## config.mk

```make
export PLATFORM = sky130hd
export DESIGN_NAME = bcd_serial_adder
export DESIGN_NICKNAME = d
export VERILOG_FILES = /design/src/rtl/bcd_pkg.sv /design/src/rtl/bcd_digit_adder.sv /design/src/rtl/bcd_serial_adder.sv
export SDC_FILE = /design/constraint.sdc
export NUM_CORES = 1
export LEC_CHECK = 0
export ABC_CLOCK_PERIOD_IN_PS = 3650
export BUFFER_PORTS_ARGS = -buffer_cell sky130_fd_sc_hd__buf_4
export CORE_ASPECT_RATIO = 0.6
export CORE_MARGIN = 2
export CORE_UTILIZATION = 51
export DETAILED_ROUTE_END_ITERATION = 12
export GPL_TIMING_DRIVEN = 0
export PLACE_DENSITY_LB_ADDON = 0.25
export SLEW_MARGIN = 30
export SYNTH_ARGS = -nofsm -noshare
export SYNTH_HDL_FRONTEND = slang
export SYNTH_SLANG_ARGS = --single-unit
```

## constraint.sdc

```tcl
create_clock -name clk -period 3.65 [get_ports clk]
set_input_delay 0.1825 -clock clk [delete_from_list [all_inputs] [get_ports clk]]
set_output_delay 0.1825 -clock clk [all_outputs]
set_load 0.05 [all_outputs]
```

## src/rtl/bcd_pkg.sv

```systemverilog
// Shared constants and state encoding for the digit-serial BCD adder.
package bcd_pkg;

   localparam int unsigned DIGIT_W = 4;
   localparam int unsigned BCD_MAX = 9;
   localparam int unsigned BCD_ADJ = 6;

   typedef enum logic [1:0] {
      IDLE = 2'd0,
      RUN  = 2'd1,
      DONE = 2'd2
   } state_t;

endpackage

```

## src/rtl/bcd_digit_adder.sv

```systemverilog
// One decimal digit of addition with +6 correction; purely combinational.
module bcd_digit_adder
   import bcd_pkg::*;
(
   input  logic [DIGIT_W-1:0] x,
   input  logic [DIGIT_W-1:0] y,
   input  logic               ci,
   output logic [DIGIT_W-1:0] s,
   output logic               co
);

   logic [DIGIT_W:0] t;

   // Binary sum, then fold anything above nine back into a decimal digit.
   always_comb begin
      t  = (DIGIT_W+1)'(x) + (DIGIT_W+1)'(y) + (DIGIT_W+1)'(ci);
      s  = t[DIGIT_W-1:0];
      co = 1'b0;
      if (t > (DIGIT_W+1)'(BCD_MAX)) begin
         s  = DIGIT_W'(t + (DIGIT_W+1)'(BCD_ADJ));
         co = 1'b1;
      end
   end

endmodule

```

## src/rtl/bcd_serial_adder.sv

```systemverilog
// Digit-serial packed-BCD adder: one digit per clock, carry kept in a register.
// Defining BCD_SUB_EN adds a 'sub' port that computes A - B by nines' complement.
module bcd_serial_adder
   import bcd_pkg::*;
#(
   parameter int unsigned DIGITS = 4
) (
   input  logic                      clk,
   input  logic                      rst_n,
   input  logic                      start,
`ifdef BCD_SUB_EN
   input  logic                      sub,
`endif
   input  logic [DIGIT_W*DIGITS-1:0] a,
   input  logic [DIGIT_W*DIGITS-1:0] b,
   input  logic                      c_in,
   output logic                      busy,
   output logic                      done,
   output logic [DIGIT_W*DIGITS-1:0] sum,
   output logic                      c_out,
   output logic                      invalid
);

   localparam int unsigned W      = DIGIT_W * DIGITS;
   localparam int unsigned K_W    = (DIGITS > 1) ? $clog2(DIGITS) : 1;
   localparam logic [K_W-1:0] K_LAST = K_W'(DIGITS - 1);

   state_t             state;
   logic [K_W-1:0]     k;
   logic [W-1:0]       a_r;
   logic [W-1:0]       b_r;
   logic [W-1:0]       res_r;
   logic               carry_r;
`ifdef BCD_SUB_EN
   logic               sub_r;
`endif

   logic [DIGIT_W-1:0] a_dig;
   logic [DIGIT_W-1:0] b_dig;
   logic [DIGIT_W-1:0] y_dig;
   logic [DIGIT_W-1:0] s_dig;
   logic               co_dig;
   logic               inv_c;

   // Pick digit k of each captured operand; in subtract mode B is nines'-complemented.
   always_comb begin
      a_dig = a_r[DIGIT_W*k +: DIGIT_W];
      b_dig = b_r[DIGIT_W*k +: DIGIT_W];
`ifdef BCD_SUB_EN
      y_dig = sub_r ? (DIGIT_W'(BCD_MAX) - b_dig) : b_dig;
`else
      y_dig = b_dig;
`endif
   end

   bcd_digit_adder u_digit (
      .x  (a_dig),
      .y  (y_dig),
      .ci (carry_r),
      .s  (s_dig),
      .co (co_dig)
   );

   // Flags any non-decimal digit in the captured (uncomplemented) operands.
   always_comb begin
      inv_c = 1'b0;
      for (int i = 0; i < int'(DIGITS); i++) begin
         if ((a_r[i*DIGIT_W +: DIGIT_W] > DIGIT_W'(BCD_MAX)) ||
             (b_r[i*DIGIT_W +: DIGIT_W] > DIGIT_W'(BCD_MAX))) begin
            inv_c = 1'b1;
         end
      end
   end

   always_ff @(posedge clk or negedge rst_n) begin
      if (!rst_n) begin
         state   <= IDLE;
         k       <= '0;
         a_r     <= '0;
         b_r     <= '0;
         res_r   <= '0;
         carry_r <= 1'b0;
`ifdef BCD_SUB_EN
         sub_r   <= 1'b0;
`endif
         busy    <= 1'b0;
         done    <= 1'b0;
         sum     <= '0;
         c_out   <= 1'b0;
         invalid <= 1'b0;
      end else begin
         done <= 1'b0;
         case (state)
            IDLE: begin
               if (start) begin
                  a_r     <= a;
                  b_r     <= b;
`ifdef BCD_SUB_EN
                  sub_r   <= sub;
                  carry_r <= sub | c_in;
`else
                  carry_r <= c_in;
`endif
                  k       <= '0;
                  busy    <= 1'b1;
                  state   <= RUN;
               end
            end
            RUN: begin
               res_r[DIGIT_W*k +: DIGIT_W] <= s_dig;
               carry_r                     <= co_dig;
               if (k == K_LAST) begin
                  k     <= '0;
                  state <= DONE;
               end else begin
                  k <= k + K_W'(1);
               end
            end
            DONE: begin
               done    <= 1'b1;
               sum     <= res_r;
               c_out   <= carry_r;
               invalid <= inv_c;
               busy    <= 1'b0;
               state   <= IDLE;
            end
            default: begin
               busy  <= 1'b0;
               state <= IDLE;
            end
         endcase
      end
   end

endmodule
```

# Word level (Yosys, flattened, before mapping)
# Cells that the tools add are included.
[word_totals]
regBits = 73
out_inout_bits = 20
inputBits = 36
elab_cells = 63
[op_classes]
addsub = 5
shifts = 4
n_eq_ne = 5
bitwise = 1
mux = 18
reduce_logical = 10
order_cmp = 9
[ops]
columns = ["operator", "n"]
rows = [
  ["4-bit negation with 34-bit output", 1],
  ["4-bit by 34-bit variable shift with 16-bit output (first input constant)", 1],
  ["4-bit by 34-bit indexed part select with 16-bit output", 1],
  ["4-bit greater-than comparator (second input constant)", 8],
  ["16-bit by 5-bit indexed part select with 4-bit output", 2],
  ["16-bit bitwise mux", 1],
  ["1-bit two-way mux", 8],
  ["2-bit two-way mux", 4],
  ["2-bit case mux with 2 select lines", 2],
  ["2-bit AND reduction", 4],
  ["4-bit by 4-bit adder with 5-bit output", 1],
  ["5-bit by 1-bit adder with 5-bit output", 1],
  ["5-bit by 4-bit greater-than comparator with 1-bit output (second input constant)", 1],
  ["4-bit by 3-bit adder with 4-bit output (second input constant)", 1],
  ["2-bit == test (second input constant)", 2],
  ["1-bit logical OR", 4],
  ["4-bit two-way mux", 1],
  ["2-bit inequality test (second input constant)", 2],
  ["1-bit case mux with 2 select lines", 2],
  ["2-bit by 1-bit adder with 2-bit output (second input constant)", 1],
  ["2-bit by 1-bit == test with 1-bit output (second input constant)", 1],
  ["2-bit zero test", 1],
  ["2-bit nonzero test", 1],
  ["1-bit inverter", 1],
]

# Depth between registers and ports, before layout
[logic_depth]
ltp_word = 7
mapped_depth = 11
mapped_depth_nobuf = 10

# Modules after synthesis
# Synthesis repeated with hierarchy kept, for this count alone.
[hier_totals]
hier_cells = 268
hier_area_um2 = 3403.3
[by_module_without_submodules]
columns = ["mod", "cells_per_inst", "area_each_um2", "seq_area_each_um2", "instances"]
rows = [
  ["bcd_serial_adder", 246, 3191.8, 1826.8, 1],
  ["bcd_digit_adder", 22, 211.5, 0.0, 1],
]

# Worst setup path after synthesis
# No wires, ideal clock.
[synth_timing]
kind = "register -> register"
from = "reg k[0]"
to = "reg res_r[13]"
arrival_ns = 3.429
path_stages_with_launch = 11
required_ns = 3.570
setup_ns = 0.080
path_buffers = 2
synth_period_minus_slack_ns = 3.509
path_slack_ns = 0.141
cell_sequence = "dfrtp_1 -> buf_2 -> mux4_2 -> fa_1 -> fa_1 -> inv_1 -> ha_1 -> or3_1 -> buf_6 -> o21a_4 -> o211ai_2"
[synth_between]
elab_chain_len = 7
elab_cells_between_ends = 11
cone_classes = "add/sub: 4; order compare: 1; shift: 4; mux: 2"
[synth_rtl]
columns = ["element", "line", "source"]
rows = [
  ["from (decl)", "bcd_serial_adder.sv:29", "logic [K_W-1:0] k;"],
  ["from (signal assigned)", "bcd_serial_adder.sv:116", "k <= k + K_W'(1);"],
  ["16-bit by 5-bit indexed part select with 4-bit output (on tied branches)", "bcd_serial_adder.sv:47, bcd_serial_adder.sv:48", ""],
  ["4-bit by 4-bit adder with 5-bit output", "bcd_digit_adder.sv:16", "t = (DIGIT_W+1)'(x) + (DIGIT_W+1)'(y) + (DIGIT_W+1)'(ci);"],
  ["5-bit by 1-bit adder with 5-bit output", "bcd_digit_adder.sv:16", ""],
  ["4-bit by 3-bit adder with 4-bit output / 5-bit by 4-bit greater-than comparator with 1-bit output (equally long branches)", "bcd_digit_adder.sv:20, bcd_digit_adder.sv:19", ""],
  ["4-bit two-way mux", "bcd_digit_adder.sv:19", "if (t > (DIGIT_W+1)'(BCD_MAX)) begin"],
  ["4-bit by 34-bit indexed part select with 16-bit output", "bcd_serial_adder.sv:110", "res_r[DIGIT_W*k +: DIGIT_W] <= s_dig;"],
  ["16-bit bitwise mux *", "bcd_serial_adder.sv:110", ""],
  ["to (signal, indexed assignment)", "bcd_serial_adder.sv:110", ""],
  ["to (decl)", "bcd_serial_adder.sv:32", "logic [W-1:0] res_r;"],
]
# Mark *: on every way between the ends. The rest lies on a longest branch, timed or not.
# A chain may end at the register's enable or synchronous reset.

# Worst setup path after layout
# Same ends and word-level chain as after synthesis.

==> results.md <==
- Commonest cells after routing, fill and taps aside: dfrtp_1 (72), buf_4 (55), mux2_2 (49), nand2_1 (15), a22o_1 (14)
- Share of the synthesized area in the top cell type: 52.8%
- Post-Synthesis Net Count: 298
- Share of post-route cells with drive strength above 1: 48.6%
- Drc violations: 0
- RSZ-0062 raised after global routing: no
- Max-cap viol count: 0
- Postcts setup bufs: 0
- Non-filler cells, final: 408
- Main synth FF type: dfrtp_1
- Ant diodes: 0
- Hold WC Path Type: in -> reg
- Max transition margin: 45.6%
- DP HPWL: 5130 µm
- Starting Density: 52.2%
- H-tree depth: 3
- Post-synth EDFFs: 0
- Total CTS buffers: 9
- Via count: 2,280
- Worst Max-Slew Pin Slew: 0.808 ns
- Area post-placement: 0.00398 mm²
- Die Wd: 110 µm
- Syn Std Cell Area: 0.00346 mm²
- Synth async-reset ratio: 100%
- Most area-hungry cell type in the Yosys netlist: dfrtp_1
- Post-route cell area: 0.00439 mm²
- Clk pin slew, worst setup/hold paths: 0.06 ns
- Number of synthesis warnings: 0
- Global-route wire length before repair: 11,800 µm
- Syn_area_per_cell: 13.8 µm²
- Worst skew pair latency: 0.33 ns
- Setup slack, reg-to-reg: 0.15 ns
- Final period util: 96.0%
- Most common cell after layout, fill and taps aside: dfrtp_1
- Crit path required time: 3.91 ns
- Hold Vio Cnt, Final: 0
- Setup CP Type: reg -> reg
- DR WL/cell: 17.6 µm
- Routability cong.: 0.771
- Clock skew: 0.00266 ns
- DRT Pass-1 Iters: 4
- Total Nets Final: 365
- Final Util: 66.3%
- I/O Buffers: 55
- Setup violators final: 0
- Slew Viols, Final: 0
- Placed cell count: 392
- F_max: 285 MHz
- Iter 0 DRT Violations: 136
- Vias in the first global route: 2,280
- Final-layout fill cell count: 494
- Top Ports: 56
- CP startpoint kind: flip-flop
- Core Footprint: 0.00662 mm²
- Area growth syn-to-layout: 27.0%
- Pin count of the biggest net entering global routing: 74
- Syn Inst Count: 250
- GRT Residual Overflow: 0
- Min Tclk post-route: 3.50 ns
- Total die area: 0.00747 mm²
- Post-synthesis sequential area ratio: 52.8%
- Area contributors post-synth: dfrtp_1 (53%), mux2_2 (16%), mux4_2 (5.2%)
- FF+latch count, synth: 73
- Worst-case clock buffer depth: 2
- Row cnt: 23
- Final WL: 7160 µm
- Final antenna-violating net count: 0
- Die H: 67.8 µm
- Crit-path max FO: 10
- Outcome: completed
- Global Route Usage Sum: 21.8%
- Vias per inst: 5.59
- CP arrival: 3.76 ns
- CTS root buf: clkbuf_16
- Synth unique cells: 42
- Initial antenna violation count: 0
- CTS tree: done
- Sink Count: 73
- CP endpoint kind: flip-flop
## cells by family (layout without fill, tap and decap cells)
kind of cell | count (synthesis) | count (layout) | share of synthesized area (%)
XOR/XNOR | 1 | 1 | 0.253
adder cells (fa/ha/maj) | 12 | 12 | 4.78
AND/OR/NAND/NOR | 45 | 45 | 7.13
flip-flops | 73 | 73 | 52.8
buffers and inverters | 18 | 89 | 2.71
AO/OA/AOI/OAI | 43 | 43 | 10.8
multiplexers | 58 | 58 | 21.5
## area by class of cell
class | count | area, µm² | area share [%]
Sequential cell | 73 | 1830 | 41.6
Multi-Input combinational cell | 159 | 1560 | 35.4
Timing Repair Buffer | 56 | 427 | 9.72
Clock buffer | 10 | 239 | 5.44
Clock inverter | 5 | 128 | 2.91
Tap cell | 87 | 109 | 2.48
Buffer | 10 | 75.1 | 1.71
Inverter | 8 | 30.0 | 0.684
## worst paths after layout
kind / from / to / cells past startpoint
worst max-delay path: k[0]$_DFFE_PN0P_ / res_r[13]$_DFFE_PN0P_ / 10
worst min-delay path: b[11] / b_r[11]$_DFFE_PN0P_ / 2
worst max register to register: k[0]$_DFFE_PN0P_ / res_r[13]$_DFFE_PN0P_ / 10
worst min register to register: invalid$_DFFE_PN0P_ / invalid$_DFFE_PN0P_ / 2
max in group asynchronous: rst_n / k[0]$_DFFE_PN0P_ / 2
min in group asynchronous: rst_n / invalid$_DFFE_PN0P_ / 2
## flip-flops by register name (all words and copies together), names as in the netlist
| name | cells |
|---|---|
| a_r | 16 |
| b_r | 16 |
| busy | 1 |
| c_out | 1 |
| carry_r | 1 |
| done | 1 |
| invalid | 1 |
| k | 2 |
| res_r | 16 |
| state | 2 |
| sum | 16 |
## worst max-delay path, stage by stage, from the launching register on
cell and delay, ns:
dfrtp_2 0.41, buf_8 0.17, mux4_2 0.53, fa_2 0.42
fa_2 0.60, inv_1 0.13, ha_2 0.23, or3_1 0.38
buf_6 0.14, o21a_4 0.23, o211ai_2 0.17
## per-layer routing
layer / vias up / share of wire, % / track usage (%)
met2: 53 / 41 / 30.1
li1: 1067 / - / -
met5: - / 0 / 0
met3: 12 / 4.2 / 5.69
met1: 1148 / 53 / 33.2
met4: 0 / 1.7 / 7.50
## synth_stat cells, types with 2 or more instances
| cell | count |
|---|---|
| dfrtp_1 | 73 |
| a21oi_1 | 2 |
| a21oi_2 | 3 |
| mux4_2 | 8 |
| o211ai_2 | 4 |
| or3_1 | 2 |
| and2_1 | 3 |
| and3_1 | 2 |
| nor2_1 | 5 |
| inv_1 | 8 |
| mux2_2 | 49 |
| a22o_1 | 14 |
| a21o_1 | 2 |
| o21ai_0 | 10 |
| ha_1 | 10 |
| nand2_1 | 15 |
| buf_6 | 2 |
| fa_1 | 2 |
| buf_2 | 6 |
| nand4_1 | 8 |
## per-stage QoR
stage	setup WS [ns]	setup TNS [ns]	hold slack, ns
final	0.146	0	0.0764
after global routing	0.0226	0	0.0723
after CTS	0.0405	0	0.0131
after detailed placement	-0.265	-2.03	0.367
after global placement	-0.254	-1.78	0.366
after floorplan	0.141	0	-0.113
## what timing repair did
action                                  4_1_cts  5_1_grt
pin swaps                                     0        0
endpoints found under the setup margin       13        9
hold buffers                                  0        1
hold endpoints to repair                      0       73
gates resized for setup                       6        3
Power is not shown: default switching activity piles up to over one toggle a cycle in this logic, so the estimate is an artifact.
